### config.mk
export PLATFORM = sky130hd
export DESIGN_NAME = uart_tx_scheduler
export DESIGN_NICKNAME = d
export VERILOG_FILES = /design/src/rtl/uart_pkg.sv /design/src/rtl/sync_2ff.sv /design/src/rtl/uart_tx_scheduler.sv
export SDC_FILE = /design/constraint.sdc
export NUM_CORES = 1
export LEC_CHECK = 0
export ABC_AREA = 1
export BUFFER_PORTS_ARGS = -buffer_cell sky130_fd_sc_hd__buf_4
export CELL_PAD_IN_SITES_DETAIL_PLACEMENT = 1
export CELL_PAD_IN_SITES_GLOBAL_PLACEMENT = 1
export CORE_ASPECT_RATIO = 0.75
export CORE_UTILIZATION = 38
export DETAILED_ROUTE_END_ITERATION = 10
export GPL_TIMING_DRIVEN = 0
export HOLD_SLACK_MARGIN = 0.06
export PLACE_DENSITY = 0.81
export SETUP_SLACK_MARGIN = 0.4
export SYNTH_ARGS = -nofsm -noshare
export SYNTH_HDL_FRONTEND = slang
export SYNTH_HIERARCHICAL = 1
export SYNTH_SLANG_ARGS = --single-unit
### constraint.sdc
create_clock -name clk -period 2 [get_ports clk]
set_input_delay 0.1 -clock clk [delete_from_list [all_inputs] [get_ports clk]]
set_output_delay 0.1 -clock clk [all_outputs]
set_load 0.01 [all_outputs]
### src/rtl/uart_pkg.sv
// ============================================================================
//  Module      : uart_pkg
//  Description : Shared UART encodings for the transmit scheduler and the
//                Uart8 transmitter.
//  Revision    : 1.0
// ============================================================================
`default_nettype none

package uart_pkg;

    localparam int DEFAULT_START_TIMEOUT = 32768;

    typedef enum logic [1:0] {
        SCH_DRAIN = 2'd0,
        SCH_IDLE  = 2'd1,
        SCH_START = 2'd2,
        SCH_WAIT  = 2'd3
    } sched_state_t;

    typedef enum logic [2:0] {
        TX_RESET     = 3'd0,
        TX_IDLE      = 3'd1,
        TX_START_BIT = 3'd2,
        TX_DATA_BITS = 3'd3,
        TX_STOP_BIT  = 3'd4
    } tx_state_t;

endpackage

`default_nettype wire

### src/rtl/sync_2ff.sv
// ============================================================================
//  Module      : sync_2ff
//  Description : Two-flop single-bit synchroniser into the clk domain.
//  Revision    : 1.0
// ============================================================================
`default_nettype none

module sync_2ff (
    input  logic clk,
    input  logic i_d,
    output logic o_q
);

    logic r_meta;
    logic r_sync;

    // No reset: the input is asynchronous and settles within two cycles anyway.
    always_ff @(posedge clk) begin
        r_meta <= i_d;
        r_sync <= r_meta;
    end

    assign o_q = r_sync;

endmodule

`default_nettype wire

### src/rtl/uart_tx_scheduler.sv
// ============================================================================
//  Module      : uart_tx_scheduler
//  Description : Round-robin arbiter sharing one Uart8 transmitter between
//                NUM_REQ byte producers, tracking each byte to completion.
//  Revision    : 1.0
// ============================================================================
`default_nettype none

module uart_tx_scheduler
    import uart_pkg::*;
#(
    parameter  int NUM_REQ       = 2,
    parameter  int START_TIMEOUT = DEFAULT_START_TIMEOUT,
    localparam int c_id_w        = (NUM_REQ > 1) ? $clog2(NUM_REQ) : 1
) (
    input  logic                   clk,
    input  logic                   rst,
    input  logic [NUM_REQ-1:0]     reqValid,
    input  logic [8*NUM_REQ-1:0]   reqData,
    output logic [NUM_REQ-1:0]     reqReady,
    output logic                   txEn,
    output logic                   txStart,
    output logic [7:0]             txData,
    input  logic                   txBusy,
    output logic                   byteDone,
    output logic [c_id_w-1:0]      doneId,
    output logic                   err
);

    localparam int                c_to_w    = $clog2(START_TIMEOUT + 1);
    localparam logic [c_to_w-1:0] c_to_last = c_to_w'(START_TIMEOUT - 1);
    localparam logic [c_id_w-1:0] c_last_id = c_id_w'(NUM_REQ - 1);

    logic              w_busy_s;

    sched_state_t      r_state;
    sched_state_t      w_state_nxt;
    logic [c_id_w-1:0] r_ptr;
    logic [c_id_w-1:0] w_ptr_nxt;
    logic [c_id_w-1:0] r_grant_id;
    logic [c_id_w-1:0] w_grant_id_nxt;
    logic [c_to_w-1:0] r_cnt;
    logic [c_to_w-1:0] w_cnt_nxt;
    logic [7:0]        r_tx_data;
    logic [7:0]        w_tx_data_nxt;
    logic              r_tx_start;
    logic              w_tx_start_nxt;
    logic              r_err;
    logic              w_err_nxt;
    logic              r_tx_en;

    logic              w_any_valid;
    logic [c_id_w-1:0] w_pick;

    sync_2ff u_busy_sync (
        .clk (clk),
        .i_d (txBusy),
        .o_q (w_busy_s)
    );

    // First valid requester at or after the pointer, wrapping around.
    always_comb begin : p_pick
        int v_idx;
        w_any_valid = 1'b0;
        w_pick      = '0;
        v_idx       = 0;
        for (int k = 0; k < NUM_REQ; k++) begin
            v_idx = int'(r_ptr) + k;
            if (v_idx >= NUM_REQ) begin
                v_idx = v_idx - NUM_REQ;
            end
            if (!w_any_valid && reqValid[v_idx]) begin
                w_any_valid = 1'b1;
                w_pick      = c_id_w'(v_idx);
            end
        end
    end

    always_comb begin : p_next
        w_state_nxt    = r_state;
        w_ptr_nxt      = r_ptr;
        w_grant_id_nxt = r_grant_id;
        w_cnt_nxt      = r_cnt;
        w_tx_data_nxt  = r_tx_data;
        w_tx_start_nxt = r_tx_start;
        w_err_nxt      = r_err;
        reqReady       = '0;
        byteDone       = 1'b0;

        case (r_state)
            SCH_DRAIN: begin
                if (!w_busy_s) begin
                    w_state_nxt = SCH_IDLE;
                end
            end

            SCH_IDLE: begin
                // Handshake outputs are suppressed under reset so no byte is lost.
                if (w_any_valid && !rst) begin
                    reqReady[w_pick] = 1'b1;
                    w_tx_data_nxt    = reqData[8*int'(w_pick) +: 8];
                    w_ptr_nxt        = (w_pick == c_last_id) ? '0 : w_pick + c_id_w'(1);
                    w_grant_id_nxt   = w_pick;
                    w_cnt_nxt        = '0;
                    w_tx_start_nxt   = 1'b1;
                    w_state_nxt      = SCH_START;
                end
            end

            SCH_START: begin
                if (w_busy_s) begin
                    w_tx_start_nxt = 1'b0;
                    w_state_nxt    = SCH_WAIT;
                end else if (r_cnt == c_to_last) begin
                    w_tx_start_nxt = 1'b0;
                    w_err_nxt      = 1'b1;
                    w_state_nxt    = SCH_DRAIN;
                end else begin
                    w_cnt_nxt = r_cnt + c_to_w'(1);
                end
            end

            SCH_WAIT: begin
                if (!w_busy_s) begin
                    byteDone    = !rst;
                    w_state_nxt = SCH_IDLE;
                end
            end

            default: begin
                w_state_nxt = SCH_DRAIN;
            end
        endcase
    end

    always_ff @(posedge clk) begin
        if (rst) begin
            r_state    <= SCH_DRAIN;
            r_ptr      <= '0;
            r_grant_id <= '0;
            r_cnt      <= '0;
            r_tx_data  <= '0;
            r_tx_start <= 1'b0;
            r_err      <= 1'b0;
            r_tx_en    <= 1'b0;
        end else begin
            r_state    <= w_state_nxt;
            r_ptr      <= w_ptr_nxt;
            r_grant_id <= w_grant_id_nxt;
            r_cnt      <= w_cnt_nxt;
            r_tx_data  <= w_tx_data_nxt;
            r_tx_start <= w_tx_start_nxt;
            r_err      <= w_err_nxt;
            r_tx_en    <= 1'b1;
        end
    end

    assign txEn    = r_tx_en;
    assign txStart = r_tx_start;
    assign txData  = r_tx_data;
    assign doneId  = r_grant_id;
    assign err     = r_err;

endmodule

`default_nettype wire

==> results.yml <==
run_status:
  outcome: "completed"
floorplanning:
  std_cell_rows: 20
  ios: 36
  dieArea_um2: 4851
  initial_utilization_pct: 41.34
  core-area_um2: 4204
  fp.dieH_um: 60.57
  die_x_um: 80.09
routing:
  ant_nets: 0
  routed.top_layer: "met4"
  wl_met1_um: 3228
  initialDrtViolationCount: 147
  routed_wl_um: 8094
  post-route-drc-count: 0
  vias: 2142
  viasPerCell: 5.637
  met2_wirelength_um: 3891
  wl_per_cell_um: 21.30
  dr.pass1.iters: 4
  wl_met3_um: 464
grt:
  grt_antenna_before_repair: 0
  grt_pass1_vias: 2044
  grt_max_degree: 11
  grt_pass1_wl_um: 10610
  overflow: 0
  track_usage_pct: 30.25
logic_synthesis:
  synth_cell_types: 28
  syn-cell-area_um2: 1738
  synth_seq_cells: 33
  yosys-top-cells-area: "dfxtp_1 (38%), nand2_1 (17%), nor2_1 (5.8%)"
  ys.flop_type: "dfxtp_1"
  synth_top_area_cell: "dfxtp_1"
  syn-num-nets: 277
  synth_top_area_share_pct: 38.01
  seq_area_frac_synth_pct: 38.01
  synth.avg_cell_area_um2: 6.896
  synth_edf_count: 0
  synthArstFlopShare_pct: 0
  yosysMostFrequentCell: "nand2_1"
  yosys-top-cells-count: "nand2_1 (79), dfxtp_1 (33), nor2_1 (27)"
  yosys_warnings: 6
  syn-instance-count: 252
timing:
  fin_hold_ws_ps: 83.17
  finClkSkew_ps: 15.26
  final.setup.tns_ps: 0
  max_freq_ghz: 0.5841
  slew_headroom_pct: 55.03
  period_share_pct: 85.61
  fin_crit_ps: 1712
  finalSetupViolCount: 0
  slew_violations: 0
  rsz0062_at_grt: "yes"
  tightest_slew_ps: 674.5
  finalHoldViolCount: 0
worst_setup_path:
  worstPathRequired_ps: 2220
  cp.arrival_ps: 1930
  crit_fanout: 6
  start_kind: "flop"
  crit_path_end_kind: "flop"
  worstSetupPathType: "flop to flop"
final_layout:
  finish.utilization_pct: 62.86
  area_delta_synth_final_pct: 52.05
  design_area_um2: 2643
  final_nets: 349
  num-fill-cells: 528
  drive_gt1_share_pct: 37.54
  multiInputGateArea_um2: 1054
  antenna_cells: 0
  seq_area_um2: 679.4
clock_network:
  h-tree-depth: 2
  clk_latency_ps: 300
  cts_buffer_depth: 2
  clkTransAtPathRegs_ps: 90
  cts_buffers: 5
  numClockSinks: 33
  cts_tree: "built"
  cts-root-buf: "clkbuf_8"
power_and_ir_drop:
  power_density_nw_per_um2: 936.8
  p_leak_nw: 1.096
  vdd_drop_max_mv: 0.4973
placement:
  place.gp.congestion: 0.7556
  place_hpwl_um: 3813
  placement.cell_area_um2: 2069
  portBuffers: 35
min_path:
  min_path_type: "input pin to flop"
job:
  drv_cap: 0
==> per-stage QoR <==
step                power, W  std cells  worst slack [ps]
CTS                 0.002186        368             393.9
global route        0.002548        380             227.9
finish              0.002475        380             287.9
floorplan           0.001127        252             431.7
global placement    0.001311        342             182.0
detailed placement  0.001333        342             98.27
==> layout by cell type, fill, tap and decap left out, types with 7 or more instances in the layout <==
cell type	synthesis	layout
a21oi_1	12	10
inv_1	25	23
nand2_1	79	76
a31oi_1	8	7
dfxtp_1	33	24
a21oi_2	6	7
buf_4	1	54
clkbuf_8	0	8
nand3_1	16	14
nor2_1	27	26
==> path summary, 6_finish.rpt <==
kind,startpoint,end,slack (ps),cells past startpoint
worst min-delay path,reqData[1],txData[1],80,3
worst min register to register,u_busy_sync/r_meta,u_busy_sync/o_q,330,0
worst max register to register,r_state[0],r_cnt[8],290,10
worst max-delay path,r_state[0],r_cnt[8],290,10
==> routing by layer <==
metal | track usage, % | vias up
li1 | - | 947
met1 | 34.98 | 1046
met2 | 52.63 | 96
met3 | 7.068 | 53
met4 | 17.35 | 0
met5 | 0 | -
==> sequential cells by signal (all words and copies together), names as in the netlist <==
signal              cells
r_cnt                  16
txData                  8
r_state                 2
doneId                  1
err                     1
r_ptr                   1
txEn                    1
txStart                 1
u_busy_sync/o_q         1
u_busy_sync/r_meta      1
==> critical path: stages (launching register included) <==
cell      delay [ps]
dfxtp_4          370
inv_1             70
ha_2             180
buf_6            140
nand2_4           70
a21oi_4          210
nand2_4          130
buf_6            150
o21bai_4         130
inv_1             70
nor2_1           120
==> cells by family (layout without fill, tap and decap cells) <==
kind of cell	count (synthesis)	count (layout)	share of synthesized area, %
buffers and inverters	37	110	8.711
xor gates and xnor gates	5	5	2.520
adders and majority gates	4	4	2.880
AOI/OAI and AO/OA	35	35	12.38
and+or+nand+nor	138	138	35.49
DFF	33	33	38.01
==> power breakdown <==
part	internal, W	switching, W
sequential	0.000709	0.0000427
combinational	0.000523	0.000605
clock	0.000312	0.000284
==> layout make-up <==
cell class / instances / area share, %
Tap cell: 55 / 2.604
Timing Repair Buffer: 65 / 20.93
Sequential cell: 33 / 25.71
Clock inverter: 1 / 0.1894
Inverter: 31 / 4.688
Multi-Input combinational cell: 182 / 39.87
Buffer: 6 / 2.367
Clock buffer: 7 / 3.646
==> timing repair <==
action	in CTS	in global routing
cloned	1	0
endpoints found under the setup margin	30	29
gates resized for setup	25	32
buffers inserted	15	12
pin swaps	7	9
hold buffers	2	0
hold endpoints to repair	2	0
Note: power is estimated with default switching activity, not from simulation.
